$ cat src/rtl/pipe_delay_line_if.sv
// Sample/control bundle for pipe_delay_line: stall, flush, delay select, data in/out.
// master drives the i_* signals; slave (the delay line) drives the o_* signals.
interface pipe_delay_line_if #(
   parameter int WIDTH   = 8,
   parameter int MAX_DLY = 16
);
   localparam int DW = $clog2(MAX_DLY + 1);

   logic             i_en;
   logic             i_flush;
   logic [DW-1:0]    i_dly_sel;
   logic [WIDTH-1:0] i_din;
   logic             i_din_vld;
   logic [WIDTH-1:0] o_dout;
   logic             o_dout_vld;
   logic             o_dly_busy;

   modport master (
      output i_en, i_flush, i_dly_sel, i_din, i_din_vld,
      input  o_dout, o_dout_vld, o_dly_busy
   );

   modport slave (
      input  i_en, i_flush, i_dly_sel, i_din, i_din_vld,
      output o_dout, o_dout_vld, o_dly_busy
   );
endinterface

$ cat src/rtl/pipe_delay_line.sv
// Runtime-programmable delay line with valid masking after delay changes.
// Optional macro PIPE_DELAY_OUTREG_EN adds an en-gated output register (latency +1).
module pipe_delay_line #(
   parameter int WIDTH   = 8,
   parameter int MAX_DLY = 16
) (
   input logic                clk,
   input logic                rst,
   pipe_delay_line_if.slave   bus
);
   localparam int DW = $clog2(MAX_DLY + 1);
   localparam int CW = $clog2(MAX_DLY + 2);
   localparam int IW = (MAX_DLY > 1) ? $clog2(MAX_DLY) : 1;
`ifdef PIPE_DELAY_OUTREG_EN
   localparam int XL = 1;
`else
   localparam int XL = 0;
`endif

   typedef enum logic {ST_RUN, ST_SETTLE} state_t;

   logic [WIDTH-1:0]   r_stg_data [MAX_DLY];
   logic [MAX_DLY-1:0] r_stg_vld;
   state_t             r_state;
   state_t             w_state_nxt;
   logic [DW-1:0]      r_dly_q;
   logic [DW-1:0]      w_dly_nxt;
   logic [CW-1:0]      r_cnt;
   logic [CW-1:0]      w_cnt_nxt;
   logic [DW-1:0]      w_eff;
   logic [IW-1:0]      w_tap_idx;
   logic [WIDTH-1:0]   w_tap_data;
   logic               w_tap_vld;
   logic               w_run;

   // Clamp the requested delay into 1..MAX_DLY
   always_comb begin
      w_eff = bus.i_dly_sel;
      if (bus.i_dly_sel == '0)
         w_eff = DW'(1);
      else if (bus.i_dly_sel > DW'(MAX_DLY))
         w_eff = DW'(MAX_DLY);
   end

   always_ff @(posedge clk or posedge rst) begin
      if (rst) begin
         for (int k = 0; k < MAX_DLY; k++)
            r_stg_data[k] <= '0;
         r_stg_vld <= '0;
      end else begin
         if (bus.i_en) begin
            r_stg_data[0] <= bus.i_din;
            for (int k = 1; k < MAX_DLY; k++)
               r_stg_data[k] <= r_stg_data[k-1];
         end
         if (bus.i_flush) begin
            r_stg_vld <= '0;
         end else if (bus.i_en) begin
            r_stg_vld[0] <= bus.i_din_vld;
            for (int k = 1; k < MAX_DLY; k++)
               r_stg_vld[k] <= r_stg_vld[k-1];
         end
      end
   end

   always_ff @(posedge clk or posedge rst) begin
      if (rst) begin
         r_state <= ST_RUN;
         r_dly_q <= DW'(1);
         r_cnt   <= '0;
      end else begin
         r_state <= w_state_nxt;
         r_dly_q <= w_dly_nxt;
         r_cnt   <= w_cnt_nxt;
      end
   end

   // A delay change always (re)starts the mask, even mid-settle and while stalled
   always_comb begin
      w_state_nxt = r_state;
      w_dly_nxt   = r_dly_q;
      w_cnt_nxt   = r_cnt;
      if (w_eff != r_dly_q) begin
         w_dly_nxt   = w_eff;
         w_cnt_nxt   = CW'(w_eff) + CW'(XL);
         w_state_nxt = ST_SETTLE;
      end else if ((r_state == ST_SETTLE) && bus.i_en) begin
         if (r_cnt == CW'(1)) begin
            w_state_nxt = ST_RUN;
            w_cnt_nxt   = '0;
         end else begin
            w_cnt_nxt = r_cnt - CW'(1);
         end
      end
   end

   assign w_tap_idx      = IW'(r_dly_q - DW'(1));
   assign w_tap_data     = r_stg_data[w_tap_idx];
   assign w_tap_vld      = r_stg_vld[w_tap_idx];
   assign w_run          = (r_state == ST_RUN);
   assign bus.o_dly_busy = (r_state == ST_SETTLE);

`ifdef PIPE_DELAY_OUTREG_EN
   logic [WIDTH-1:0] r_out_data;
   logic             r_out_vld;

   always_ff @(posedge clk or posedge rst) begin
      if (rst) begin
         r_out_data <= '0;
         r_out_vld  <= 1'b0;
      end else begin
         if (bus.i_en)
            r_out_data <= w_tap_data;
         if (bus.i_flush)
            r_out_vld <= 1'b0;
         else if (bus.i_en)
            r_out_vld <= w_tap_vld;
      end
   end

   // The extra mask cycle covers the register stage; gating by RUN keeps stale data invalid
   assign bus.o_dout     = r_out_data;
   assign bus.o_dout_vld = r_out_vld & w_run;
`else
   assign bus.o_dout     = w_tap_data;
   assign bus.o_dout_vld = w_tap_vld & w_run;
`endif

endmodule

$ cat src/flat_wrapper.sv
// flat-port wrapper written by rule: the top's interface ports become plain ports
module pipe_delay_line_flat 
#(
   parameter int WIDTH   = 8,
   parameter int MAX_DLY = 16
)
  (clk, rst, bus_i_en, bus_i_flush, bus_i_dly_sel, bus_i_din, bus_i_din_vld, bus_o_dout, bus_o_dout_vld, bus_o_dly_busy);
  pipe_delay_line_if #(.WIDTH(WIDTH), .MAX_DLY(MAX_DLY)) bus_i ();
  input logic clk;
  input logic rst;
  input wire logic [$bits(bus_i.i_en)-1:0] bus_i_en;
  input wire logic [$bits(bus_i.i_flush)-1:0] bus_i_flush;
  input wire logic [$bits(bus_i.i_dly_sel)-1:0] bus_i_dly_sel;
  input wire logic [$bits(bus_i.i_din)-1:0] bus_i_din;
  input wire logic [$bits(bus_i.i_din_vld)-1:0] bus_i_din_vld;
  output wire logic [$bits(bus_i.o_dout)-1:0] bus_o_dout;
  output wire logic [$bits(bus_i.o_dout_vld)-1:0] bus_o_dout_vld;
  output wire logic [$bits(bus_i.o_dly_busy)-1:0] bus_o_dly_busy;
  assign bus_i.i_en = bus_i_en;
  assign bus_i.i_flush = bus_i_flush;
  assign bus_i.i_dly_sel = bus_i_dly_sel;
  assign bus_i.i_din = bus_i_din;
  assign bus_i.i_din_vld = bus_i_din_vld;
  assign bus_o_dout = bus_i.o_dout;
  assign bus_o_dout_vld = bus_i.o_dout_vld;
  assign bus_o_dly_busy = bus_i.o_dly_busy;
  pipe_delay_line #(.WIDTH(WIDTH), .MAX_DLY(MAX_DLY)) u_core (.clk(clk), .rst(rst), .bus(bus_i));
endmodule
$ cat config.mk
export PLATFORM = sky130hd
export DESIGN_NAME = pipe_delay_line_flat
export DESIGN_NICKNAME = d
export VERILOG_FILES = /design/src/rtl/pipe_delay_line_if.sv /design/src/rtl/pipe_delay_line.sv /design/src/flat_wrapper.sv
export SDC_FILE = /design/constraint.sdc
export NUM_CORES = 1
export LEC_CHECK = 0
export ABC_AREA = 1
export BUFFER_PORTS_ARGS = -buffer_cell sky130_fd_sc_hd__clkbuf_2
export CAP_MARGIN = 10
export CORE_MARGIN = 8
export CORE_UTILIZATION = 35
export CTS_CLUSTER_DIAMETER = 150
export DETAILED_ROUTE_END_ITERATION = 8
export PLACE_DENSITY = 0.55
export SKIP_LAST_GASP = 1
export SYNTH_ARGS = -nofsm -noshare
export SYNTH_HDL_FRONTEND = slang
export SYNTH_SLANG_ARGS = --single-unit
$ cat constraint.sdc
create_clock -name clk -period 7.45 [get_ports clk]
set_input_delay 1.49 -clock clk [delete_from_list [all_inputs] [get_ports clk]]
set_output_delay 1.49 -clock clk [all_outputs]
set_load 0.02 [all_outputs]
==> results of run 1 <==
-- worst max-delay path by stage --
stage / start / end / slack, ps / depth (start not counted)
6_report: u_core.r_dly_q[0]$_DFFE_PP1P_ / bus_o_dout_vld / 2460 / 11
5_1_grt: u_core.r_dly_q[0]$_DFFE_PP1P_ / bus_o_dout_vld / 2170 / 11
4_1_cts: u_core.r_dly_q[0]$_DFFE_PP1P_ / bus_o_dout_vld / 2380 / 10
3_5_place_dp: u_core.r_dly_q[0]$_DFFE_PP1P_ / bus_o_dout_vld / 2860 / 10
3_3_place_gp: u_core.r_dly_q[0]$_DFFE_PP1P_ / bus_o_dout_vld / 2880 / 10
2_1_floorplan: rst / u_core.bus.o_dly_busy$_DFFE_PP0P_ / 1780 / 1
-- layer usage --
layer	GRT usage, %	share of wire, %	routed length (um)
met2	20.8	45	7650
met1	18.9	50	8340
met3	3.71	3.9	653
met5	0	0	0
met4	3.57	1.1	188
-- stage by stage --
stage | util (%) | hold WS (ps) | cells | total power, mW
2_1_floorplan | - | 448 | 906 | 1.29
3_3_place_gp | 36.6 | 462 | 1155 | 1.39
3_5_place_dp | 36.6 | 466 | 1155 | 1.39
4_1_cts | 39.8 | 480 | 1185 | 2.38
5_1_grt | 39.8 | 504 | 1185 | 2.48
6_report | 39.8 | 478 | 1185 | 2.34
-- power breakdown --
| group | switching (mW) | leakage [nW] | internal [mW] |
|---|---|---|---|
| Clock | 0.336 | 0.325 | 0.635 |
| Sequential | 0.0634 | 2.01 | 0.952 |
| Combinational | 0.243 | 1.46 | 0.115 |
-- cell usage in the layout (no fill, tap or decap) --
cell,synthesis,final
nand2_1,222,222
o21ai_0,196,196
dfrtp_1,154,154
inv_1,85,83
a21oi_1,61,61
nand3_1,55,55
nor2_1,35,35
clkbuf_2,0,26
clkbuf_16,0,17
o211ai_1,14,14
buf_4,1,7
bufinv_16,0,5
clkbuf_8,0,5
clkinv_2,0,3
inv_2,3,3
ha_1,3,3
nand2_2,2,2
nor2_4,2,2
nand3_2,1,1
inv_4,1,1
xnor2_1,1,1
nand3_4,1,1
xor2_4,1,1
a31oi_1,1,1
nor3b_2,1,1
inv_6,0,1
xor2_1,1,1
nor2_2,1,1
nand2_4,1,1
nor2_8,1,1
clkinv_4,1,1
nor3_1,1,1
a22oi_1,1,1
clkbuf_1,29,1
dfstp_2,1,1
-- flip-flops by register name, summed over array words and instances, names as in the netlist --
| register | count |
|---|---|
| u_core.r_stg_vld | 16 |
| u_core.bus.o_dly_busy | 1 |
| u_core.r_dly_q | 5 |
| u_core.r_cnt | 5 |
| u_core.r_stg_data | 128 |
-- worst max-delay path, delay by kind of cell, from the launching register on --
family	cells	cell delay [ps]
buffers and inverters	4	1380
AO/OA/AOI/OAI	3	520
adder cells (fa/ha/maj)	1	350
AND/OR/NAND/NOR	3	250
flip-flops	1	560
-- final cells by class --
class	instances	area [um2]	share of cell area [%]
Clock buffer	23	498	6.03
Clock inverter	7	160	1.94
Inverter	90	352	4.26
Multi-Input combinational cell	602	2850	34.4
Sequential cell	155	3880	47.0
Tap cell	275	344	4.16
Timing Repair Buffer	33	183	2.21
-- logic make-up after synthesis --
group,Yosys count
simple gates,323
compound gates,273
xor+xnor,3
flops,155
buf+inv,149
fa+ha+maj,3
==> impl_metrics.ini, run 1 <==
[worst_hold_path]
hold_start = u_core.r_stg_data[116]$_DFFE_PP0P_
min_to = u_core.r_stg_data[108]$_DFFE_PP0P_
whs_path_depth = 2
hp-class = reg -> reg

[setup_path]
worstSetupEndpointType = output port
required_ps = 5960
slowest_stage = dfstp_2
rr_startpoint = u_core.r_dly_q[0]$_DFFE_PP1P_
cp_max_fo = 51
path_class = reg -> out
r2r_slack_ps = 5320
cpMostUsedCell = a21oi_1
reg2reg_depth = 8
path_cells = inv_4, ha_1, buf_4, inv_1, a21oi_1, o21ai_0, nand3_1, nand2_1, a21oi_1, nor3b_2, clkbuf_2
worstPathArrival_ps = 3500
slowest_delay_ps = 560
cp-start-kind = flop
r2r_end = u_core.r_cnt[0]$_DFFE_PP0P_

[logic_synthesis]
synth_top_family_by_area = compound AO/OA/AOI/OAI gates
synthMuxAreaShare_pct = 0
netlist_area_um2 = 7330
synth_ff_type = dfrtp_1
yosysMostFrequentCell = nand2_1
synth_area_leader_cell = dfrtp_1
synth-xor-area-share_pct = 0.615
synthCells = 906
synth-seq-area-share_pct = 53.0
syn_area_per_cell_um2 = 8.09
synthTopCellsByArea = dfrtp_1 53%, o21ai_0 13%, nand2_1 11%, inv_1 4.4%, a21oi_1 4.2%
synthArstFlopShare_pct = 100
synth_edf_count = 0
yosysWarnings = 0
synthDistinctLibCells = 32
synthAdderAreaFrac_pct = 0.512
ys_top_cells_by_count = 222 x nand2_1, 196 x o21ai_0, 154 x dfrtp_1
synth-simple-area-share_pct = 18.5
synth_compound_area_share_pct = 19.2
syn-num-nets = 927
synth_top_area_share_pct = 52.6
yosys_register_bits = 155

[placement]
dp_slack_ps = 2860
numPortBuffers = 27
placed_area_um2 = 7600
gp_congestion = 0.760
hpwlAfterDp_mm = 9.71

[routing]
antenna_left = 0
wl_per_cell_um = 14.2
drc_errors = 0
num_vias = 5805
drt-initial-drc-count = 443
routed_wl_mm = 16.8
avgViaCountPerCell = 4.90
firstDrtPassIters = 5

[cells_and_area]
num-fill-cells = 2096
layout.nets = 920
synthToLayoutAreaGrowth_pct = 12.8
stdcell_area_um2 = 8260
drive_gt1_share_pct = 8.90
diodes = 0

[sta]
drv_slew = 0
timing.fmax_mhz = 200
tightest_slew_ps = 1130
slew_headroom_pct = 25.0
fin_tns_setup_ps = 0
rsz0062_at_grt = no
finalClockSkew_ps = 5.63
post-route-period-util_pct = 67.0
setup_viol = 0
finalHoldViolations = 0
final.setup.worst_slack_ps = 2460
min_period_ps = 4990

[clock_tree]
cts_resized = 0
clock_tree.buffer_depth = 2
post_cts_buffers = 0
cts_tree = yes
postCtsHoldBufs = 0
clk_latency_ps = 420
clk_pin_slew_ps = 60
numCtsBuffers = 17
cts.htree.levels = 4
cts.sinks = 155
clockRootBuffer = clkbuf_16

[die]
start_util_pct = 35.3
core-area_um2 = 20800
io_pins = 28
die_area_um2 = 25800
die_w_um = 161
rows = 53
fp.dieH_um = 161

[global_routing]
grt_first_pass_wirelength_mm = 28.9
antenna_found_initial = 0
grt_pass1_vias = 5631
grt_max_degree = 121
grt_overflow = 0
grtUsageTotal_pct = 13.7

[power]
ir_worst_vdd_mv = 0.157
power_density_nw_per_um2 = 284
p_leak_nw = 3.80

[outcome]
outcome = finished, final reports clean

[flow_run]
cap_viol_max_count = 0
No activity file was read; power rests on OpenSTA's default activity.
==> run 2: changes to the inputs <==
- clock period: 7.45 -> 5.1 ns (I/O delays scaled with it)
==> run 2 against run 1 <==
Worst hold slack improved by 3.9 ps; flip-flop and latch count did not move; first-iteration DRC count fell by 0.68%; sequential power rose by 45%; count of clock-buffer cells in the layout fell by 1; clock skew rose by 0.59 ps; register-to-register slack got worse by 2300 ps; design area rose by 0.55%; highest routed layer unchanged.
==> impl_metrics.ini, run 2 (synthesized netlist as in run 1, its figures left out) <==
[clock_tree]
postCtsHoldBufs = 0
clock_tree.buffer_depth = 2
post_cts_buffers = 0
cts_resized = 0
clockRootBuffer = clkbuf_16
numCtsBuffers = 17
cts.sinks = 155
cts_tree = yes
clk_latency_ps = 420
cts.htree.levels = 4
clk_pin_slew_ps = 60

[sta]
drv_slew = 0
timing.fmax_mhz = 249
finalHoldViolations = 0
setup_viol = 0
slew_headroom_pct = 38.4
post-route-period-util_pct = 78.7
finalClockSkew_ps = 6.21
tightest_slew_ps = 924
fin_tns_setup_ps = 0
rsz0062_at_grt = no
min_period_ps = 4010

[power]
power_density_nw_per_um2 = 415
seq_power_share_pct = 43.1
internal_power_mw = 2.48
p_sw_mw = 0.960
ir_worst_vdd_mv = 0.195
p_leak_nw = 3.82
swShare_pct = 27.9
combPwrFrac_pct = 15.4
clkPwrFrac_pct = 41.5

[routing]
firstDrtPassIters = 7
dr_wl_met2_mm = 7.98
maxUsedRoutingLayer = met4
avgViaCountPerCell = 4.89
routed_wl_mm = 17.1
wl_per_cell_um = 14.4
wl_met1_mm = 8.36
drc_errors = 0
antenna_left = 0
drt-initial-drc-count = 440
wl_met3_um = 612
num_vias = 5818

[global_routing]
antenna_found_initial = 0
grt_overflow = 0
grt_max_degree = 98
grtUsageTotal_pct = 13.9
grt_pass1_vias = 5799
grt_first_pass_wirelength_mm = 29.6

[cells_and_area]
layout_commonest_cell = nand2_1
synthToLayoutAreaGrowth_pct = 13.4
final_cell_mix = 222 x nand2_1, 196 x o21ai_0, 154 x dfrtp_1
top_regs = u_core.r_stg_data x128, u_core.r_stg_vld x16
largest_register_ffs = 128
diodes = 0
stdcell_area_um2 = 8310
drive_gt1_share_pct = 9.40
layout.nets = 923
largest_register = u_core.r_stg_data

[setup_path]
path_cells = inv_4, ha_1, inv_1, a21oi_1, o21ai_0, nand3_1, nand2_1, a21oi_1, nor3b_2, clkbuf_2
required_ps = 4080
worstSetupEndpointType = output port
cp_max_fo = 51
worstPathArrival_ps = 2990
slowest_delay_ps = 640
cp-start-kind = flop
crit_buf_inv = 3
crit_family = buffers and inverters
slowest_stage = inv_1
path_class = reg -> out
cpMostUsedCell = a21oi_1

[placement]
hpwlAfterDp_mm = 10.3
gp_congestion = 0.748
numPortBuffers = 27
placed_area_um2 = 7640

[flow_run]
cap_viol_max_count = 0

[die]
fp.dieH_um = 161
core-area_um2 = 20800
die_w_um = 161
start_util_pct = 35.3
io_pins = 28
rows = 53
die_area_um2 = 25800

[outcome]
outcome = finished, final reports clean

[worst_hold_path]
hp-class = reg -> reg
-- run 2: cell count changes in the layout (fill, tap and decap cells not counted) --
cell | previous run | this run
buf_4 | 7 | 9
clkinvlp_4 | 0 | 2
buf_12 | 0 | 1
clkbuf_8 | 5 | 4
clkinv_4 | 1 | 2
-- run 2: final cells by class --
type | instances | area (um2)
clock buffers | 22 | 484
clock inverters | 10 | 185
fillers | 2096 | 12400
inverters | 90 | 350
multi-input cells | 602 | 2850
flip-flops and latches | 155 | 3880
well taps | 275 | 344
repair buffers | 36 | 218
-- run 2: worst register-to-register path, stage by stage (launching register included) --
cell      delay, ps
dfstp_2         550
buf_4           670
nand3_1         170
nand2_1         150
nor2_4           50
nand2_4         140
clkinv_4         90
nand2_1          70
nand3_1          70
-- run 2: metal layers --
metal,vias up,global-route usage (%)
li1,2943,-
met1,2787,18.5
met2,77,22.6
met3,11,3.17
met4,0,3.53
met5,-,0
-- run 2: path summary, 6_finish.rpt --
path,start,to,slack [ps],depth (start not counted)
worst max-delay path,u_core.r_dly_q[0]$_DFFE_PP1P_,bus_o_dout_vld,1090,10
min in group asynchronous,rst,u_core.r_stg_vld[3]$_DFFE_PP0P_,760,2
worst min register to register,u_core.r_stg_data[0]$_DFFE_PP0P_,u_core.r_stg_data[0]$_DFFE_PP0P_,480,2
worst min-delay path,u_core.r_stg_data[0]$_DFFE_PP0P_,u_core.r_stg_data[0]$_DFFE_PP0P_,480,2
worst max register to register,u_core.r_dly_q[0]$_DFFE_PP1P_,u_core.r_cnt[2]$_DFFE_PP0P_,3010,8
max in group asynchronous,rst,u_core.r_stg_data[67]$_DFFE_PP0P_,3360,3
-- run 2: power groups by stage --
| stage | sequential [mW] | combinational [mW] | clock [mW] |
|---|---|---|---|
| CTS | 1.48 | 0.544 | 1.46 |
| global route | 1.50 | 0.622 | 1.51 |
| floorplan | 1.48 | 0.404 | 0 |
| finish | 1.48 | 0.531 | 1.43 |
| detailed placement | 1.50 | 0.541 | 0 |
| global placement | 1.50 | 0.531 | 0 |
-- run 2: metrics by stage --
step | util (%) | cells | hold slack, ps | total power [mW] | setup slack [ps]
final | 40.0 | 1190 | 482 | 3.44 | 1090
after CTS | 40.0 | 1190 | 485 | 3.49 | 1020
after global routing | 40.0 | 1190 | 508 | 3.64 | 751
after floorplan | - | 906 | 448 | 1.88 | 1750
after global placement | 36.8 | 1158 | 460 | 2.03 | 1520
after detailed placement | 36.8 | 1158 | 470 | 2.04 | 1500
